## config.mk

```make
export PLATFORM = sky130hd
export DESIGN_NAME = uart_tx_cfg
export DESIGN_NICKNAME = d
export VERILOG_FILES = /design/src/rtl/uart_tx_cfg.sv
export SDC_FILE = /design/constraint.sdc
export NUM_CORES = 1
export LEC_CHECK = 0
export ABC_AREA = 1
export BUFFER_PORTS_ARGS = -buffer_cell sky130_fd_sc_hd__buf_2
export CAP_MARGIN = 20
export CORE_AREA = 2 2 76 60
export CTS_BUF_LIST = sky130_fd_sc_hd__clkbuf_8 sky130_fd_sc_hd__clkbuf_16
export CTS_CLUSTER_SIZE = 24
export DETAILED_ROUTE_END_ITERATION = 8
export DIE_AREA = 0 0 78 62
export PLACE_DENSITY = 0.77
export SYNTH_ARGS = -nofsm -noshare
export SYNTH_HDL_FRONTEND = slang
export SYNTH_SLANG_ARGS = --single-unit
```

## constraint.sdc

```tcl
create_clock -name osc_clk -period 1.6 [get_ports osc_clk]
set_clock_uncertainty 0.1 [all_clocks]
set_input_delay 0.08 -clock osc_clk [delete_from_list [all_inputs] [get_ports osc_clk]]
set_output_delay 0.08 -clock osc_clk [all_outputs]
set_load 0.02 [all_outputs]
```

## src/rtl/uart_tx_cfg.sv

```systemverilog
// UART transmitter with configurable data width, parity and stop bits.
// A one-deep holding register lets back-to-back frames leave the line with no idle gap.
module uart_tx_cfg #(
  parameter int unsigned CLKS_PER_BIT = 1155,
  parameter int unsigned DATA_BITS    = 8,
  parameter int unsigned PARITY       = 0,
  parameter int unsigned STOP_BITS    = 1
) (
  input  logic                 osc_clk,
  input  logic                 i_Rst,
  input  logic                 i_Tx_DV,
  input  logic [DATA_BITS-1:0] i_Tx_Byte,
  output logic                 o_Tx_Ready,
  output logic                 o_Tx_Active,
  output logic                 o_Tx_Serial,
  output logic                 o_Tx_Done
);

  if (DATA_BITS < 5 || DATA_BITS > 9 || PARITY > 2 || STOP_BITS < 1 || STOP_BITS > 2 ||
      CLKS_PER_BIT < 2) begin : gen_bad_params
    $error("uart_tx_cfg: invalid parameter combination");
  end

  localparam int unsigned CntW = (CLKS_PER_BIT > 2) ? $clog2(CLKS_PER_BIT) : 1;
  localparam logic [CntW-1:0] CntLast  = CntW'(CLKS_PER_BIT - 1);
  localparam logic [3:0]      DataLast = 4'(DATA_BITS - 1);
  localparam logic [3:0]      StopLast = 4'(STOP_BITS - 1);

  typedef enum logic [2:0] {StIdle, StStart, StData, StParity, StStop} state_e;

  state_e                state_q, state_d;
  logic [CntW-1:0]       cnt_q, cnt_d;
  logic [3:0]            idx_q, idx_d;
  logic [DATA_BITS-1:0]  shift_q, shift_d;
  logic [DATA_BITS-1:0]  hold_q, hold_d;
  logic                  hold_full_q, hold_full_d;
  logic                  par_q, par_d;
  logic                  serial_q, serial_d;
  logic                  active_q, active_d;
  logic                  done_q, done_d;

  logic                  xfer, bit_end, load;
  logic [DATA_BITS-1:0]  load_data;

  function automatic logic parity_of(input logic [DATA_BITS-1:0] d);
    return (PARITY == 1) ? ~^d : ^d;
  endfunction

  assign xfer    = i_Tx_DV & ~hold_full_q;
  assign bit_end = (cnt_q == CntLast);

  always_comb begin
    state_d     = state_q;
    cnt_d       = cnt_q;
    idx_d       = idx_q;
    shift_d     = shift_q;
    hold_d      = hold_q;
    hold_full_d = hold_full_q;
    par_d       = par_q;
    serial_d    = serial_q;
    active_d    = active_q;
    done_d      = 1'b0;
    load        = 1'b0;
    load_data   = hold_q;

    if (xfer) begin
      hold_d      = i_Tx_Byte;
      hold_full_d = 1'b1;
    end

    if (state_q != StIdle) begin
      cnt_d = bit_end ? '0 : cnt_q + CntW'(1);
    end

    unique case (state_q)
      StIdle: begin
        if (hold_full_q) begin
          load        = 1'b1;
          hold_full_d = 1'b0;
        end
      end
      StStart: begin
        if (bit_end) begin
          state_d  = StData;
          idx_d    = '0;
          serial_d = shift_q[0];
        end
      end
      StData: begin
        if (bit_end) begin
          idx_d = '0;
          if (idx_q == DataLast) begin
            state_d  = (PARITY != 0) ? StParity : StStop;
            serial_d = (PARITY != 0) ? par_q : 1'b1;
          end else begin
            idx_d    = idx_q + 4'd1;
            serial_d = shift_q[1];
            shift_d  = shift_q >> 1;
          end
        end
      end
      StParity: begin
        if (bit_end) begin
          state_d  = StStop;
          idx_d    = '0;
          serial_d = 1'b1;
        end
      end
      StStop: begin
        if (bit_end) begin
          if (idx_q == StopLast) begin
            done_d = 1'b1;
            // A byte arriving on the last stop cycle bypasses the holding register.
            if (hold_full_q || xfer) begin
              load        = 1'b1;
              load_data   = hold_full_q ? hold_q : i_Tx_Byte;
              hold_full_d = 1'b0;
            end else begin
              state_d  = StIdle;
              active_d = 1'b0;
              serial_d = 1'b1;
            end
          end else begin
            idx_d = idx_q + 4'd1;
          end
        end
      end
      default: state_d = StIdle;
    endcase

    if (load) begin
      state_d  = StStart;
      cnt_d    = '0;
      idx_d    = '0;
      shift_d  = load_data;
      par_d    = parity_of(load_data);
      serial_d = 1'b0;
      active_d = 1'b1;
    end
  end

  always_ff @(posedge osc_clk) begin
    if (i_Rst) begin
      state_q     <= StIdle;
      cnt_q       <= '0;
      idx_q       <= '0;
      shift_q     <= '0;
      hold_q      <= '0;
      hold_full_q <= 1'b0;
      par_q       <= 1'b0;
      serial_q    <= 1'b1;
      active_q    <= 1'b0;
      done_q      <= 1'b0;
    end else begin
      state_q     <= state_d;
      cnt_q       <= cnt_d;
      idx_q       <= idx_d;
      shift_q     <= shift_d;
      hold_q      <= hold_d;
      hold_full_q <= hold_full_d;
      par_q       <= par_d;
      serial_q    <= serial_d;
      active_q    <= active_d;
      done_q      <= done_d;
    end
  end

  assign o_Tx_Ready  = ~hold_full_q;
  assign o_Tx_Active = active_q;
  assign o_Tx_Serial = serial_q;
  assign o_Tx_Done   = done_q;

endmodule

```

==> run metrics, run 1 <==
outcome complete, but fails checks; failing checks negative setup slack; Leakage about 1.4 nW; synthesized area 2150 um2; clock buffer depth 2; total track usage 0.238; final setup vio count 8; xor-xnor portion of the synthesized cell area 0.00816; sw frac 0.256; CTS Root Cell clkbuf_8; Port-buffer cells 14; ANT cells 0; syn nets 341; worst slew pin tran roughly 400 ps; minimum clock period between 1500 and 2000 ps; total congestion overflow 0; CP Data Required Time 1700 ps; Critical Path AT ~1800 ps; critical path class reg2reg; hold crit path type in2reg; TNS Setup -218 ps; Die Ht approximately 62 um; Post-Synth Simple-Gate Area 0.441; total power between 2 and 2.5 mW; final worst slack -43.1 ps; routed len/inst around 14 um; RSZ-0062 raised after global routing yes; most common cell after layout, fill and taps aside nand2_1; Comb pwr share 0.163; CTS clk-pin slew, worst paths approximately 80 ps; core area 4200 um2; first-pass GRT wire length 8.87 mm; Setup crit end kind flop; 1st-iter DRT viols around 240; Compound-Gate Fraction of Synth Area 0.0781; Net Sw Power ~620 uW; share of the yosys chip area belonging to registers 0.354; vias in the first global route 1,908; H-tree Lvls 2; placed inst area 2510 um2; multiplexer share of the synthesized area 0; maximum vdd drop 0.000416 V; Internal about 1.8 mW; Post-Synth Adder-Cell Area 0.0233; final wirelength approximately 6.3 mm; worst skew pair latency about 300 ps; # DRC 0; Initial Utilization 0.511; Cell variety after synth 32; row cnt 21; Clock Power Share 0.420; Final Hold Vio Count 0; DPL Wire Length around 4 mm; headroom to the max-slew limit 0.732; dpl cells 426; Non-Filler Instances about 450; Max Cap Viol 0; Post-Layout Inst Area roughly 3000 um2; largest net degree at the start of global routing 15; Syn. warnings 0; layout cells sized above 1 0.364; ANT nets after route 0; startpoint types flop; synthesis-stage register bit count 38; vias between 2,000 and 2,500; pre-CTS setup slack -101 ps; crit share post-route 1.03; mean area per synthesized cell between 6 and 7 um2; FMAX 609 MHz; I/O Pins 15; fillers about 320; Syn Inst Count ~330; TritonCTS clock tree yes; Pins Over Slew Limit 0; die area around 4800 um2; part of the power in registers 0.417; pwr dens 806 nW/um2; largest family of logic cells by synthesized area simple AND/OR/NAND/NOR gates; Via density about 5.3; die span in x roughly 78 um; commonest non-fill, non-tap cells in the layout 74 x nand2_1, 34 x buf_4, 33 x inv_1; clock sinks 38; area delta synth->final 40.5%; CTS buffer count 5; crit-path max FO 4; GPL Wtd Cong about 0.89; nets@finish between 400 and 500; initial antenna violation count 0; DR pass1 iterations 4
## synthesized netlist by cell type (all sizes together)
library cell	n	area [um2]
nor2	41	194
ha	4	50.1
buf	4	31.3
nand3	32	165
nor3	11	71.3
a22oi	1	7.51
clkinv	1	3.75
and3	2	12.5
inv	43	166
nand2	98	390
nand4	14	93.8
or2	3	18.8
o21ai	12	60.1
o21a	2	15.0
dfxtp	38	761
clkbuf	1	3.75
xor2	2	17.5
a21oi	17	85.1
## routing by layer
metal / up-vias / wire length, um / track usage
met1: 1086 / 2990 / 0.348
met4: 0 / 82 / 0.0752
li1: 1172 / - / -
met5: - / 0 / 0
met2: 91 / 2890 / 0.341
met3: 8 / 377 / 0.0665
## cell families (layout without fill, tap and decap cells)
logic type / count (synthesis) / in the layout
flip-flops: 38 / 38
adder cells (fa/ha/maj): 4 / 4
AND/OR/NAND/NOR: 201 / 201
XOR/XNOR: 2 / 2
buffers and inverters: 49 / 113
AO/OA/AOI/OAI: 32 / 32
## per-stage QoR
stage,hold slack [ps],util
after floorplan,49.1,-
after global placement,290,0.597
after detailed placement,295,0.597
after CTS,15.2,0.665
after global routing,45.7,0.718
final,24.6,0.718
## power groups by stage
stage | registers [mW] | clock network [mW] | logic, mW
CTS | 1.01 | 1.03 | 0.346
detailed placement | 1.03 | 0 | 0.314
global route | 1.02 | 1.08 | 0.427
floorplan | 1.03 | 0 | 0.201
finish | 1.01 | 1.02 | 0.396
global placement | 1.03 | 0 | 0.311
## registers in the layout, indices dropped and copies added (netlist names)
name         flops
cnt_q           11
hold_full_q      1
hold_q           8
idx_q            4
o_Tx_Active      1
o_Tx_Done        1
o_Tx_Serial      1
shift_q          8
state_q          3
## final cells by class
type                            count  area (um2)  share of cell area
Clock buffer                        6        82.6              0.0274
Clock inverter                      2        60.1              0.0199
Inverter                           44         173              0.0572
Multi-Input combinational cell    239        1390               0.462
Sequential cell                    38         772               0.256
Tap cell                           57        71.3              0.0236
Timing Repair Buffer               61         465               0.154
## worst paths after layout
check	start	to	slack (ps)	depth (start not counted)
worst max-delay path	cnt_q[3]$_SDFFE_PP0P_	shift_q[6]$_SDFFE_PP0P_	-40	11
worst min register to register	shift_q[7]$_SDFFE_PP0P_	shift_q[7]$_SDFFE_PP0P_	380	2
worst min-delay path	i_Tx_DV	hold_q[6]$_SDFFE_PP0P_	20	3
worst max register to register	cnt_q[3]$_SDFFE_PP0P_	shift_q[6]$_SDFFE_PP0P_	-40	11
## worst max-delay path, stage by stage, from the launching register on
cell     delay, ps
dfxtp_1        360
nor2_2         160
nand3_1        150
nor2_4         170
buf_6          130
nand3_4         70
nand2_1         80
nand2_1         50
nand2_1         80
nand3_1         80
nand2_1         60
inv_1           40
## repair_timing
| action | 4_1_cts | 5_1_grt |
|---|---|---|
| setup buffers | 5 | 3 |
| hold endpoints to repair | 5 | 0 |
| pin swaps | 9 | 23 |
| cloned | 0 | 0 |
| setup endpoints to repair | 26 | 28 |
| hold buffers | 5 | 0 |
| gates resized for setup | 20 | 62 |
Power figures use the tool's default switching activity.
==> run 2, diff against run 1 <==
--- a/config.mk
+++ b/config.mk
@@ -13,7 +13,7 @@
 export CTS_CLUSTER_SIZE = 24
 export DETAILED_ROUTE_END_ITERATION = 8
 export DIE_AREA = 0 0 78 62
-export PLACE_DENSITY = 0.77
+export PLACE_DENSITY = 0.74
 export SYNTH_ARGS = -nofsm -noshare
 export SYNTH_HDL_FRONTEND = slang
 export SYNTH_SLANG_ARGS = --single-unit
==> constraint.sdc (replaced) <==
create_clock -name osc_clk -period 2.1 [get_ports osc_clk]
set_clock_uncertainty 0.1 [all_clocks]
set_input_delay 0.105 -clock osc_clk [delete_from_list [all_inputs] [get_ports osc_clk]]
set_output_delay 0.105 -clock osc_clk [all_outputs]
set_load 0.02 [all_outputs]
==> run metrics, run 2 (same netlist as run 1, synthesis figures left out) <==
critical path class reg2reg; vias in the first global route between 1,500 and 2,000; Max Cap Viol 0; CTS clk-pin slew, worst paths 80 ps; largest net degree at the start of global routing 15; post-CTS sizing 0; headroom to the max-slew limit 0.660; pwr dens 730 nW/um2; TNS Setup 0 ps; Crit-path slowest cell dfxtp_1; area delta synth->final 11.9%; # DRC 0; H-tree Lvls 2; Critical Path AT between 2000 and 2500 ps; 1st-iter DRT viols between 200 and 250; FF/Latch Area between 700 and 800 um2; fillers approximately 400; WHS Path Cells 3; Biggest register cnt_q; total track usage 0.204; Setup crit end kind flop; total congestion overflow 0; CTS Root Cell clkbuf_8; nets@finish roughly 360; Port-buffer cells 14; layout cells sized above 1 0.140; I/O Pins 15; ANT nets after route 0; minimum clock period around 1900 ps; Final Hold Vio Count 0; CP Data Required Time 2210 ps; worst slew pin tran just over 500 ps; outcome completed; DPL Wire Length 3.50 mm; worst r2r dst cnt_q[2]$_SDFFE_PP0P_; FF-to-FF path depth 9; critical-path cell list inv_1, ha_1, nand2_1, nor2_1, nand4_2, nand2_2, nor2_4, nand2_1, nor3_1; final wirelength about 4.7 mm; die span in x 78 um; CP Buf/Inv Count 1; ANT cells 0; CTS buffer count 5; crit share post-route 0.919; worst skew pair latency around 290 ps; Hold-fix buffers, CTS 0; die area 4840 um2; Leakage between 1 and 1.5 nW; hold path start i_Tx_Byte[6]; Hold Slack around 2.6 ps; FMAX 518 MHz; postcts setup bufs 0; Initial Utilization 0.511; first-pass GRT wire length between 7 and 8 mm; maximum vdd drop between 0.0004 and 0.0005 V; most common cell after layout, fill and taps aside nand2_1; Via density between 5 and 6; Multi-input gate area about 1200 um2; R2R setup slack about 170 ps; startpoint types flop; core area about 4200 um2; Pins Over Slew Limit 0; TritonCTS clock tree yes; CP top delay family simple AND/OR/NAND/NOR gates; Die Ht 62 um; biggest regs cnt_q: 11 flops, hold_q: 8 flops, shift_q: 8 flops; crit-path max FO 11; FF-to-FF Start idx_q[0]$_SDFFE_PP0P_; GPL Wtd Cong approximately 0.83; clock sinks 38; hold crit path type in2reg; vias roughly 2,000; routed len/inst around 12 um; RSZ-0062 raised after global routing no; final setup vio count 0; Hold Path End hold_q[6]$_SDFFE_PP0P_; row cnt 21; clock buffer depth 2; DR pass1 iterations 4; Largest register FFs 11; most frequent CP cell nand2_1; initial antenna violation count 0; commonest non-fill, non-tap cells in the layout 91 x nand2_1, 38 x inv_1, 38 x dfxtp_1; Critical Path Max Stage Delay between 300 and 400 ps
==> run 2: cell count changes in the layout (fill, tap and decap cells not counted), sizes merged <==
cell,before,now
buf,56,15
dlygate4sd3,5,0
==> run 2: layout make-up <==
type | count | share of cell area
Tap cell | 57 | 0.0297
Multi-Input combinational cell | 239 | 0.491
Clock inverter | 2 | 0.0250
Inverter | 44 | 0.0708
Timing Repair Buffer | 15 | 0.0323
Clock buffer | 6 | 0.0344
Sequential cell | 38 | 0.317
==> run 2: report_power, final <==
group | switching, mW | internal (mW)
clock | 0.269 | 0.507
combinational | 0.143 | 0.0662
sequential | 0.0191 | 0.750
==> run 2: worst max-delay path by stage <==
stage | start | end | cells past startpoint
2_1_floorplan | cnt_q[0]$_SDFFE_PP0P_ | idx_q[1]$_SDFFE_PP0P_ | 11
3_3_place_gp | idx_q[0]$_SDFFE_PP0P_ | cnt_q[2]$_SDFFE_PP0P_ | 9
3_5_place_dp | idx_q[0]$_SDFFE_PP0P_ | cnt_q[2]$_SDFFE_PP0P_ | 9
4_1_cts | idx_q[0]$_SDFFE_PP0P_ | cnt_q[2]$_SDFFE_PP0P_ | 9
5_1_grt | idx_q[0]$_SDFFE_PP0P_ | cnt_q[2]$_SDFFE_PP0P_ | 9
6_report | idx_q[0]$_SDFFE_PP0P_ | cnt_q[2]$_SDFFE_PP0P_ | 9
==> run 2: layer usage <==
metal	track usage	wire length (um)
met4	0.0451	25
met2	0.262	1810
met1	0.332	2580
met5	0	0
met3	0.0477	324
==> run 2: per-stage QoR <==
step	instance area (um2)	cells	worst slack (ps)	util	total power, mW
CTS	2400	401	190	0.572	1.76
global route	2400	401	7.53	0.572	1.83
detailed placement	2260	393	219	0.538	0.991
global placement	2260	393	223	0.538	0.991
finish	2400	401	170	0.572	1.75
floorplan	2150	326	474	-	0.939
==> run 2: tightest hold or removal path: cells and delay by family <==
family | cells | cell delay [ps]
simple gates | 1 | 90
compound gates | 1 | 60
buf+inv | 1 | 90
